==> config.mk <==
export PLATFORM = sky130hd
export DESIGN_NAME = serial_mag_comp_ctrl
export DESIGN_NICKNAME = d
export VERILOG_FILES = /design/src/rtl/serial_mag_comp_ctrl.sv
export SDC_FILE = /design/constraint.sdc
export NUM_CORES = 1
export LEC_CHECK = 0
export BUFFER_PORTS_ARGS = -buffer_cell sky130_fd_sc_hd__buf_2
export CAP_MARGIN = 20
export CORE_MARGIN = 5
export CORE_UTILIZATION = 37
export CTS_CLUSTER_DIAMETER = 200
export DETAILED_ROUTE_END_ITERATION = 8
export PLACE_DENSITY = 0.58
export SYNTH_ARGS = -nofsm -noshare
export SYNTH_HDL_FRONTEND = slang
export SYNTH_SLANG_ARGS = --single-unit
==> constraint.sdc <==
create_clock -name clock -period 2.9 [get_ports clock]
set_clock_uncertainty 0.05 [all_clocks]
set_input_delay 0.435 -clock clock [delete_from_list [all_inputs] [get_ports clock]]
set_output_delay 0.435 -clock clock [all_outputs]
set_load 0.02 [all_outputs]
==> src/rtl/serial_mag_comp_ctrl.sv <==
// serial_mag_comp_ctrl: serial unsigned magnitude comparator, 2 bits per cycle, MSB digit first.
// One 2-bit cascaded slice is reused every cycle; its eq/gt outputs feed back as the
// next digit's eq_prev/gt_prev.
// Optional build macro SERIAL_COMP_EARLY_EXIT_EN: finish as soon as a digit differs.
module serial_mag_comp_ctrl #(
    parameter int unsigned WIDTH = 32
) (
    input  logic             clock,
    input  logic             reset_n,
    input  logic             start,
    input  logic [WIDTH-1:0] a,
    input  logic [WIDTH-1:0] b,
    output logic             busy,
    output logic             done,
    output logic             eq,
    output logic             gt,
    output logic             lt
);

    localparam int unsigned DIGITS = WIDTH / 2;
    localparam int unsigned CNT_W  = (DIGITS > 1) ? $clog2(DIGITS) : 1;

    typedef enum logic [1:0] {
        S_IDLE = 2'd0,
        S_RUN  = 2'd1,
        S_DONE = 2'd2
    } state_t;

    state_t             state;
    state_t             state_next;
    logic [WIDTH-1:0]   sa;
    logic [WIDTH-1:0]   sb;
    logic [WIDTH-1:0]   sa_next;
    logic [WIDTH-1:0]   sb_next;
    logic [CNT_W-1:0]   cnt;
    logic [CNT_W-1:0]   cnt_next;
    logic               eq_acc;
    logic               gt_acc;
    logic               eq_acc_d;
    logic               gt_acc_d;
    logic               eq_acc_next;
    logic               gt_acc_next;
    logic [1:0]         dig_a;
    logic [1:0]         dig_b;
    logic               dig_eq;
    logic               dig_gt;
    logic               accept;
    logic               run_last;
    logic               busy_next;
    logic               done_next;
    logic               eq_next;
    logic               gt_next;
    logic               lt_next;

    // 2-bit cascaded comparator slice on the current MSB digit
    always_comb begin
        dig_a       = sa[WIDTH-1 -: 2];
        dig_b       = sb[WIDTH-1 -: 2];
        dig_eq      = (dig_a == dig_b);
        dig_gt      = (dig_a > dig_b);
        eq_acc_next = eq_acc & dig_eq;
        gt_acc_next = gt_acc | (eq_acc & dig_gt);
    end

    // Last RUN cycle: all digits consumed (or, with early exit, result already decided)
`ifdef SERIAL_COMP_EARLY_EXIT_EN
    assign run_last = (cnt == '0) || !eq_acc_next;
`else
    assign run_last = (cnt == '0);
`endif

    // New operands are taken only from IDLE or DONE
    assign accept = start && ((state == S_IDLE) || (state == S_DONE));

    // State register
    always_ff @(posedge clock or negedge reset_n) begin
        if (!reset_n) begin
            state <= S_IDLE;
        end else begin
            state <= state_next;
        end
    end

    // Next-state logic
    always_comb begin
        state_next = state;
        unique case (state)
            S_IDLE:  if (start) state_next = S_RUN;
            S_RUN:   if (run_last) state_next = S_DONE;
            S_DONE:  state_next = start ? S_RUN : S_IDLE;
            default: state_next = S_IDLE;
        endcase
    end

    // Output and datapath next values
    always_comb begin
        sa_next   = sa;
        sb_next   = sb;
        cnt_next  = cnt;
        eq_acc_d  = eq_acc;
        gt_acc_d  = gt_acc;
        eq_next   = eq;
        gt_next   = gt;
        lt_next   = lt;
        busy_next = (state_next == S_RUN);
        done_next = (state_next == S_DONE);
        if (accept) begin
            sa_next  = a;
            sb_next  = b;
            eq_acc_d = 1'b1;
            gt_acc_d = 1'b0;
            cnt_next = CNT_W'(DIGITS - 1);
        end else if (state == S_RUN) begin
            sa_next  = {sa[WIDTH-3:0], 2'b00};
            sb_next  = {sb[WIDTH-3:0], 2'b00};
            eq_acc_d = eq_acc_next;
            gt_acc_d = gt_acc_next;
            cnt_next = run_last ? '0 : (cnt - CNT_W'(1));
            if (run_last) begin
                eq_next = eq_acc_next;
                gt_next = gt_acc_next;
                lt_next = ~eq_acc_next & ~gt_acc_next;
            end
        end
    end

    // Datapath and output registers
    always_ff @(posedge clock or negedge reset_n) begin
        if (!reset_n) begin
            sa     <= '0;
            sb     <= '0;
            cnt    <= '0;
            eq_acc <= 1'b0;
            gt_acc <= 1'b0;
            busy   <= 1'b0;
            done   <= 1'b0;
            eq     <= 1'b0;
            gt     <= 1'b0;
            lt     <= 1'b0;
        end else begin
            sa     <= sa_next;
            sb     <= sb_next;
            cnt    <= cnt_next;
            eq_acc <= eq_acc_d;
            gt_acc <= gt_acc_d;
            busy   <= busy_next;
            done   <= done_next;
            eq     <= eq_next;
            gt     <= gt_next;
            lt     <= lt_next;
        end
    end

endmodule

# ---- Yosys cells after proc, flatten, opt, wreduce, memory -nomap -nowiden
# Index checks and enable logic that the tools add are counted.
dict set report op_classes {
  mux 15
  bitwise 7
  n_lt_le_gt_ge 1
  eq_ne 5
  n_addsub 1
  reduce_logical 6
}
# operator n
set op_table {}
lappend op_table {{$mux W32} 4}
lappend op_table {{$mux W4} 3}
lappend op_table {{$pmux W2 S3} 1}
lappend op_table {{$mux W1} 5}
lappend op_table {{$eq A2 B1 Y1 const B} 2}
lappend op_table {{$eq A2 B2 Y1 const B} 2}
lappend op_table {{$logic_not A4 Y1} 1}
lappend op_table {{$mux W2} 2}
lappend op_table {{$sub A4 B1 Y4 const B} 1}
lappend op_table {{$and A1 B1 Y1} 3}
lappend op_table {{$not A1 Y1} 3}
lappend op_table {{$reduce_and A3 Y1} 1}
lappend op_table {{$eq A2 B2 Y1} 1}
lappend op_table {{$gt A2 B2 Y1} 1}
lappend op_table {{$logic_not A2 Y1} 1}
lappend op_table {{$reduce_bool A2 Y1} 1}
lappend op_table {{$logic_and A1 B1 Y1} 1}
lappend op_table {{$logic_or A1 B1 Y1} 1}
lappend op_table {{$or A1 B1 Y1} 1}
dict set report totals {
  out_inout_bits 5
  ff_bits 77
  inputBits 67
}

# ---- Depth between registers and ports, before layout
# Gate-level depths: netlist (run 1).
dict set report depth {
  depth_word 5
  depth_mapped 5
  depth_no_buf 5
}

# ---- Least setup slack after synthesis (run 1)
# OpenSTA, ideal clock, no wires.
dict set report synth_path {
  path_kind {reg2reg}
  start {register state[1]}
  end {register eq}
  path_stages_with_launch 4
  arrival_time_ns 1.316
  synth_period_minus_slack_ns 1.445
  setup_time_ns 0.079
  slack_ns 1.455
  required_time_ns 2.771
  path_cell_list {dfrtp_1 -> or4b_4 -> nor3_4 -> mux2i_1}
}
dict set report synth_via {
  elab_chain_len 5
  elab_cells_between_ends 7
  cone_classes {eq/ne: 2; bitwise: 1; reduce/logical: 4}
}
# element line
set synth_lines {}
lappend synth_lines {{start, declared} 29} ;# state_t state;
lappend synth_lines {{start signal, assigned} 80} ;# state <= state_next;
lappend synth_lines {{$eq A2 B2 Y1 or $logic_not A2 Y1 (tied branches)} 73} ;# assign accept = start && ((state == S_IDLE) || (state == S_DONE));
lappend synth_lines {{$logic_or A1 B1 Y1} 73}
lappend synth_lines {{$logic_and A1 B1 Y1} 73}
lappend synth_lines {{$not A1 Y1 (no line)} --}
lappend synth_lines {{$reduce_and A3 Y1 (no line) *} --}
lappend synth_lines {{end signal, assigned} 148} ;# eq <= eq_next;
lappend synth_lines {{end, declared} 15} ;# output logic eq,
# Mark *: on every way between the ends. The rest lies on a longest branch, timed or not.
# A chain may end at the register's enable or synchronous reset.

# ---- Final worst setup path (run 1)
dict set report layout_path {
  start {register state[1]}
  end {register sb[31]}
}
dict set report layout_via {
  elab_chain_len 4
  elab_cells_between_ends 7
  cone_classes {eq/ne: 2; mux: 1; reduce/logical: 4}
}
# element line
set layout_lines {}
lappend layout_lines {{$eq A2 B2 Y1 or $logic_not A2 Y1 (tied branches)} 73}
lappend layout_lines {{$logic_or A1 B1 Y1} 73}
lappend layout_lines {{$logic_and A1 B1 Y1} 73}
lappend layout_lines {{$mux W32 or $reduce_bool A2 Y1 (tied branches)} --}
lappend layout_lines {{end signal, assigned} 142} ;# sb <= sb_next;
lappend layout_lines {{end, declared} 32} ;# logic [WIDTH-1:0] sb;
# Parallel ways exist; a longest one is shown, timed or not.

==> results of run 1 <==
==> where the power goes <==
group / switching [mW] / internal (mW) / leakage, nW
Sequential: 0.284 / 1.55 / 0.962
Clock: 0.376 / 0.359 / 0.0877
Combinational: 0.852 / 0.573 / 0.955
Total: 1.51 / 2.48 / 2.00
==> path summary, 6_finish.rpt <==
| path | to | slack (ps) |
|---|---|---|
| max | sb[31] | 970 |
| min | sb[6] | 270 |
| max reg2reg | sb[31] | 970 |
| min reg2reg | sb[20] | 430 |
| max in group asynchronous | sb[16] | 1850 |
| min in group asynchronous | busy | 380 |
==> layout by cell type (no fill, tap or decap), types with 4 or more instances in the layout <==
master    Yosys  layout
dfrtp_1      77      77
buf_2         4      70
nand2_1      65      65
nand3_1      58      58
a22oi_1      55      55
clkbuf_8      0      11
buf_4         0       6
o21ai_0       5       5
nor2_1        5       5
inv_1         4       4
nor3_1        4       4
a31oi_1       4       4
a22o_1        4       4
clkbuf_1     14       4
==> state kept, by name (all words and copies together), names as in the netlist <==
name and cells:
state 2, gt 1, done 1, lt 1, eq_acc 1, sa 32, busy 1, eq 1
gt_acc 1, cnt 4, sb 32
==> worst max-delay path: cells and delay by family, from the launching register on <==
kind	cells	cell delay, ps
flops	1	420
compound gates	1	290
simple gates	2	680
buf+inv	1	360
==> metrics by stage <==
step / instances / util, % / total power [mW] / hold WS [ps]
CTS: 505 / 45.2 / 4.03 / 228
floorplan: 332 / - / 2.88 / 89.4
global route: 507 / 45.6 / 4.33 / 266
finish: 507 / 45.6 / 4.00 / 266
global placement: 489 / 43.2 / 3.25 / 419
detailed placement: 489 / 43.2 / 3.29 / 424
==> cell type report <==
cell class                 count  area (um^2)
fill                         862         4740
sequential                    77         1930
multi-input combinational    223         1280
timing repair buffer          79          453
clock buffer                  15          166
tap                          108          135
inverter                       4         15.0
clock inverter                 1         5.00
==> metal layers <==
metal | global-route usage, % | share of wire [%]
met5 | 0 | 0
met4 | 5.75 | 1.3
met3 | 3.33 | 5.8
met2 | 20.8 | 45
met1 | 22.0 | 48
==> cells by family after synthesis <==
kind of cell               after synthesis
adders and majority gates                2
DFF                                     77
buffers and inverters                   32
AOI/OAI and AO/OA                       77
and+or+nand+nor                        143
muxes                                    1
==> impl_metrics.tcl, run 1 <==
set metrics [dict create \
    synth-edff-count 0 \
    vias 2719 \
    hold_viol 0 \
    critPathCaptureType "flop" \
    fin_crit_ps 1930 \
    cp_slowest_cell "and2b_2" \
    final.period_utilization_pct 66.6 \
    insertion_delay_ps 350 \
    layout.nets 463 \
    synthTopCellsByArea "dfrtp_1, a22oi_1, nand3_1, nand2_1, clkbuf_1" \
    powerDensity_nw_per_um2 1000 \
    syn_area_per_cell_um2 10.0 \
    synth_nets 401 \
    post_drt_wl_per_cell_um 16.1 \
    gr-usage-all-layers_pct 14.8 \
    wirelength_um 8150 \
    grt_max_degree 78 \
    ys_seq_elements 77 \
    cp_cell_sequence "and2b_2 > buf_4 > nor3_1 > a221o_1" \
    synth_cell_type_count 32 \
    async_flop_share_pct 100 \
    placed_area_um2 3770 \
    path_class "reg2reg" \
    drtAntennaViolNets 0 \
    synthAdderAreaFrac_pct 0.753 \
    fmax_mhz 518 \
    synth_top_area_share_pct 58.0 \
    gp_congestion 0.742 \
    final-max-slew-violation-count 0 \
    synth-seq-area-share_pct 58.0 \
    critPathMaxFanout 29 \
    h-tree-depth 3 \
    reg2reg_from "state[1]" \
    die_h_um 105 \
    grt_pass1_wl_um 13300 \
    detailedPlace.worstSlack_ps 965 \
    synthXorXnorAreaFrac_pct 0 \
    io_pins 72 \
    synth_mux_area_share_pct 0.301 \
    cpPeakStageDelay_ps 610 \
    grt_antenna_before_repair 0 \
    r2r_cells 4 \
    synth_top_cells_by_count "dfrtp_1, nand2_1, nand3_1" \
    final_area_um2 3980 \
    holdPathStages 3 \
    clockBufferDepth 2 \
    critPathArrivalTime_ps 2110 \
    gr-total-overflow 0 \
    layout_setup_ws_ps 968 \
    synth_top_family_by_area "simple AND/OR/NAND/NOR gates" \
    rsz0062_at_grt "false" \
    finalSetupViolations 0 \
    slew_headroom_pct 48.0 \
    min_path_type "in2reg" \
    core_um2 8720 \
    cts_tree "yes" \
    area_delta_synth_final_pct 19.7 \
    drive_above_1_share_pct 24.1 \
    worstMarginPinSlew_ps 781 \
    synth_warnings 0 \
    grt_pass1_vias 2633 \
    cts_root_buffer "clkbuf_8" \
    crit_start "state[1]" \
    synth_top_area_cell "dfrtp_1" \
    die_w_um 105 \
    synth.most_common_cell "dfrtp_1" \
    place_hpwl_um 5230 \
    portBuffers 71 \
    dr.first_iter.drc_count 134 \
    cts_hold_buffers 0 \
    via_per_inst 5.36 \
    drv_cap 0 \
    tns_ps 0 \
    cp.required_ps 3080 \
    cts-buffers-inserted 9 \
    diodes 0 \
    syn-cell-area_um2 3320 \
    postCtsSetupBuffers 0 \
    synth_simple_gate_area_share_pct 20.1 \
    clock_sinks 77 \
    syn_inst 332 \
    synth_compound_area_share_pct 17.1 \
    cts_resized 0 \
    min_from "b[6]" \
    dr.pass1.iters 4 \
    start_util_pct 38.1 \
    route.detailed.drc 0 \
    ir_drop_mv 0.296 \
    path_clk_slew_ps 80 \
    status "finished, final reports clean" \
    synthFlopType "dfrtp_1" \
    leakage_nw 2.01 \
    cp-start-kind "flop" \
    rows 34 \
    die_area_um2 11000 \
]
(Power assumes the default switching activity.)
==> run 2: changes to the inputs <==
--- a/config.mk
+++ b/config.mk
@@ -11,7 +11,7 @@
 export CORE_UTILIZATION = 37
 export CTS_CLUSTER_DIAMETER = 200
 export DETAILED_ROUTE_END_ITERATION = 8
-export PLACE_DENSITY = 0.58
+export PLACE_DENSITY = 0.6
 export SYNTH_ARGS = -nofsm -noshare
 export SYNTH_HDL_FRONTEND = slang
 export SYNTH_SLANG_ARGS = --single-unit
==> constraint.sdc (replaced) <==
create_clock -name clock -period 1.65 [get_ports clock]
set_clock_uncertainty 0.05 [all_clocks]
set_input_delay 0.2475 -clock clock [delete_from_list [all_inputs] [get_ports clock]]
set_output_delay 0.2475 -clock clock [all_outputs]
set_load 0.02 [all_outputs]
==> run 2 against run 1 <==
Flip-flop and latch count unchanged. Cell count increased by 1.4%. Sequential power increased by 76%. Sequential share of layout area decreased by 1.4 points. Via count increased by 0.96%. Clock power increased by 100%. Die area unchanged. Register-to-register slack got worse by 870 ps. Combinational power increased by 87%. Critical path depth decreased by 1. Cell area increased by 2.9%. Largest cell class unchanged.
==> impl_metrics.tcl, run 2 (same netlist as run 1, synthesis figures left out) <==
set metrics [dict create \
    cts_resized 0 \
    path_class "reg2reg" \
    gr-usage-all-layers_pct 15.2 \
    critPathCaptureType "flop" \
    core_um2 8720 \
    fmax_mhz 643 \
    cts_hold_buffers 1 \
    top_layer "met4" \
    h-tree-depth 3 \
    min_path_type "in2reg" \
    critPathMaxFanout 7 \
    cp-start-kind "flop" \
    final_common_cell "dfrtp_1" \
    pwr-share-seq_pct 43.7 \
    switching_share_pct 38.1 \
    fin_crit_ps 1560 \
    portBuffers 71 \
    cp_cell_sequence "or4b_4 > nor3_4 > mux2i_1" \
    leakage_nw 2.06 \
    dr.first_iter.drc_count 150 \
    comb_power_share_pct 36.1 \
    route.met3.wl_um 415 \
    grt_pass1_vias 2692 \
    critPathArrivalTime_ps 1780 \
    place_hpwl_um 5540 \
    grt_max_degree 40 \
    clockBufferDepth 2 \
    ir_drop_mv 0.619 \
    dr.pass1.iters 5 \
    top_regs "sa x32, sb x32, cnt x4" \
    cpPeakStageDelay_ps 540 \
    route.detailed.drc 0 \
    path_clk_slew_ps 100 \
    grt_antenna_before_repair 0 \
    rows 34 \
    rsz0062_at_grt "false" \
    post_drt_wl_per_cell_um 16.0 \
    powerDensity_nw_per_um2 1810 \
    clock_sinks 77 \
    via_per_inst 5.34 \
    final_cell_mix "dfrtp_1, buf_2, nand2_1" \
    postCtsSetupBuffers 0 \
    grt_pass1_wl_um 13800 \
    vias 2745 \
    status "finished, final reports clean" \
    route.met2.wl_um 3970 \
    drtAntennaViolNets 0 \
    cts-buffers-inserted 9 \
    die_w_um 105 \
    drv_cap 0 \
    io_pins 72 \
    drt-met1-wl_um 3770 \
    final-max-slew-violation-count 0 \
    die_h_um 105 \
    cts_root_buffer "clkbuf_8" \
    pwr-share-clk_pct 20.2 \
    hold_viol 0 \
    final.period_utilization_pct 94.3 \
    start_util_pct 38.1 \
    insertion_delay_ps 340 \
    wirelength_um 8230 \
    cp_slowest_cell "or4b_4" \
    die_area_um2 11000 \
    cp.required_ps 1870 \
    worstMarginPinSlew_ps 445 \
    p_sw_mw 2.82 \
    diodes 0 \
    finalSetupViolations 0 \
    area_delta_synth_final_pct 23.2 \
    slew_headroom_pct 70.0 \
    p_int_mw 4.58 \
    tns_ps 0 \
    gr-total-overflow 0 \
    p_total_mw 7.40 \
    gp_congestion 0.739 \
    layout.nets 470 \
    cts_tree "yes" \
    drive_above_1_share_pct 26.4 \
]
-- run 2: stage by stage --
| step | util, % | instances | instance area [um^2] | setup WS (ps) | hold slack [ps] |
|---|---|---|---|---|---|
| after CTS | 46.9 | 514 | 4090 | 97.1 | 46.7 |
| after detailed placement | 44.5 | 497 | 3880 | 114 | 158 |
| after floorplan | - | 332 | 3320 | 205 | -98.1 |
| after global routing | 46.9 | 514 | 4090 | 12.6 | 47.0 |
| final | 46.9 | 514 | 4090 | 94.7 | 56.8 |
| after global placement | 44.5 | 497 | 3880 | 149 | 156 |
-- run 2: path summary, 6_finish.rpt --
kind,from,end,cells past startpoint,slack (ps)
max,cnt[0],eq,3,90
min,a[0],sa[0],2,60
max reg2reg,cnt[0],eq,3,90
min reg2reg,sa[25],sa[27],2,440
max in group asynchronous,reset_n,sb[15],3,680
min in group asynchronous,reset_n,sa[4],2,310
-- run 2: cell type report --
type,instances,area (um^2)
clock inverter,7,80.1
clock buffer,9,124
inverter,4,15.0
sequential,77,1930
multi-input combinational,223,1280
tap,108,135
timing repair buffer,86,536
fill,851,4630
-- run 2: power by group through the flow --
| stage | clock network [mW] | registers [mW] | logic [mW] |
|---|---|---|---|
| after CTS | 1.52 | 3.24 | 2.71 |
| after global placement | 0 | 3.23 | 2.63 |
| after floorplan | 0 | 3.18 | 1.88 |
| final | 1.49 | 3.23 | 2.67 |
| after detailed placement | 0 | 3.26 | 2.70 |
| after global routing | 1.60 | 3.35 | 3.03 |
-- run 2: worst max-delay path: cells and delay by family, from the launching register on --
family	cells	cell delay, ps
multiplexers	1	210
AND/OR/NAND/NOR	2	770
flip-flops	1	460
-- run 2: routing by layer --
layer  GRT usage [%]  vias to the layer above
met4            5.39                        0
met1            22.8                     1333
li1                -                     1339
met5               0                        -
met3            2.71                        4
met2            22.0                       69
==> run 3: changes to the inputs <==
--- a/config.mk
+++ b/config.mk
@@ -12,6 +12,7 @@
 export CTS_CLUSTER_DIAMETER = 200
 export DETAILED_ROUTE_END_ITERATION = 8
 export PLACE_DENSITY = 0.6
+export REMOVE_ABC_BUFFERS = 1
 export SYNTH_ARGS = -nofsm -noshare
 export SYNTH_HDL_FRONTEND = slang
 export SYNTH_SLANG_ARGS = --single-unit
==> run 3 against run 2 <==
Power decreased by 3.6%. Maximum frequency rose by 0.14%. Non-clock buffer count grew 2. Highest routed layer unchanged. Cell count stayed put. Count of clock-buffer cells in the layout up 3. Via count up 0.77%. Flip-flop and latch count unchanged. Sequential share of layout area up 0.41 points. Combinational power about the same. First-iteration DRC count shrank 0.67%.
==> impl_metrics.tcl, run 3 (same netlist as run 1, synthesis figures left out) <==
set metrics [dict create \
    cts-buffers-inserted 9 \
    drtAntennaViolNets 0 \
    cts_root_buffer "clkbuf_8" \
    grt_pass1_vias 2771 \
    status "finished, final reports clean" \
    final.period_utilization_pct 94.1 \
    top_regs "sa x32, sb x32, cnt x4" \
    critPathArrivalTime_ps 1770 \
    cp-start-kind "flop" \
    critPathCaptureType "flop" \
    fin_hold_ws_ps 83.8 \
    grt_pass1_wl_um 13700 \
    area_delta_synth_final_pct 22.1 \
    grtUsageMet1_pct 21.6 \
    drv_cap 0 \
    grt_max_degree 78 \
    rsz0062_at_grt "false" \
    rows 34 \
    grt_antenna_before_repair 0 \
    wirelength_um 8030 \
    reg2reg_slack_ps 100 \
    diodes 0 \
    core_um2 8720 \
    fin_util_pct 46.5 \
    gp_congestion 0.728 \
    path_class "reg2reg" \
    gr-usage-all-layers_pct 15.0 \
    powerDensity_nw_per_um2 1760 \
    start_util_pct 38.1 \
    fillCellCount 845 \
    min_path_type "in2reg" \
    use_met2_pct 21.6 \
    hold_viol 0 \
    die_area_um2 11000 \
    fin_crit_ps 1550 \
    place_hpwl_um 5240 \
    postCtsSetupBuffers 0 \
    cp.required_ps 1870 \
    route.detailed.drc 0 \
    worstMarginPinSlew_ps 426 \
    layout.nets 472 \
    die_h_um 105 \
    via_per_inst 5.38 \
    reg2reg_from "state[1]" \
    final_area_um2 4060 \
    leakage_nw 2.05 \
    finalSetupViolations 0 \
    regArea_um2 1930 \
    path_clk_slew_ps 80 \
    io_pins 72 \
    top_usage_layer "met2" \
    final_cell_mix "dfrtp_1, buf_2, nand2_1" \
    dr.pass1.iters 5 \
    ir_drop_mv 0.599 \
    critPathMaxFanout 5 \
    fmax_mhz 644 \
    insertion_delay_ps 340 \
    gr-total-overflow 0 \
    dr.first_iter.drc_count 149 \
    clockBufferDepth 2 \
    crit_start "state[1]" \
    cts_tree "yes" \
    final-max-slew-violation-count 0 \
    placed_area_um2 3880 \
    vias 2766 \
    die_w_um 105 \
    portBuffers 71 \
    final_common_cell "dfrtp_1" \
    met3_usage_pct 5.98 \
    drive_above_1_share_pct 26.1 \
    p_total_mw 7.13 \
    clock_sinks 77 \
    min_from "a[21]" \
    multi_input_area_um2 1280 \
    h-tree-depth 3 \
    slew_headroom_pct 71.6 \
    post_drt_wl_per_cell_um 15.6 \
]
run 3: cell types whose count changed in the layout (fill, tap and decap cells not counted), sizes merged:
cell / before / now
clkbuf: 9 / 12
buf: 85 / 87
bufinv: 1 / 0
clkinvlp: 2 / 0
inv: 8 / 4
clkinv: 0 / 2
run 3: worst max-delay path, stage by stage (launching register included):
cell and delay [ps]:
dfrtp_1 410, or4b_4 580, nor3_4 240, mux2i_1 210
run 3: power breakdown:
| part | leakage [nW] | internal, mW | total [mW] | switching [mW] |
|---|---|---|---|---|
| Combinational | 1.00 | 1.15 | 2.68 | 1.53 |
| Clock | 0.0881 | 0.608 | 1.25 | 0.643 |
| Sequential | 0.962 | 2.73 | 3.20 | 0.469 |
| Total | 2.05 | 4.49 | 7.13 | 2.64 |
run 3: path summary, 6_finish.rpt:
kind,endpoint,cells past startpoint
hold / removal,sa[21],3
setup / recovery,eq,3
setup reg to reg,eq,3
max in group asynchronous,sb[14],3
hold reg to reg,sb[29],2
min in group asynchronous,cnt[2],3
run 3: metal layers:
metal	part of all wire [%]	vias up
met4	0.26	0
met3	7.1	2
met5	0	-
met2	44	88
met1	48	1337
li1	-	1339
run 3: timing repair:
action	in CTS	in global routing
endpoints found under the setup margin	0	1
hold buffers	1	0
endpoints found under the hold margin	77	0
gates resized for setup	0	1
run 3: area by class of cell:
cell class / instances / area share [%]
clock buffer: 12 / 3.82
clock inverter: 2 / 0.247
inverter: 4 / 0.370
multi-input combinational: 223 / 31.5
sequential: 77 / 47.5
tap: 108 / 3.33
timing repair buffer: 88 / 13.3
run 3: through the flow:
step | TNS (ps) | setup slack, ps | instances
5_1_grt | 0 | 41.0 | 514
6_report | 0 | 96.9 | 514
4_1_cts | 0 | 75.8 | 514
2_1_floorplan | -26400 | -548 | 304
3_3_place_gp | 0 | 138 | 499
3_5_place_dp | 0 | 94.2 | 499
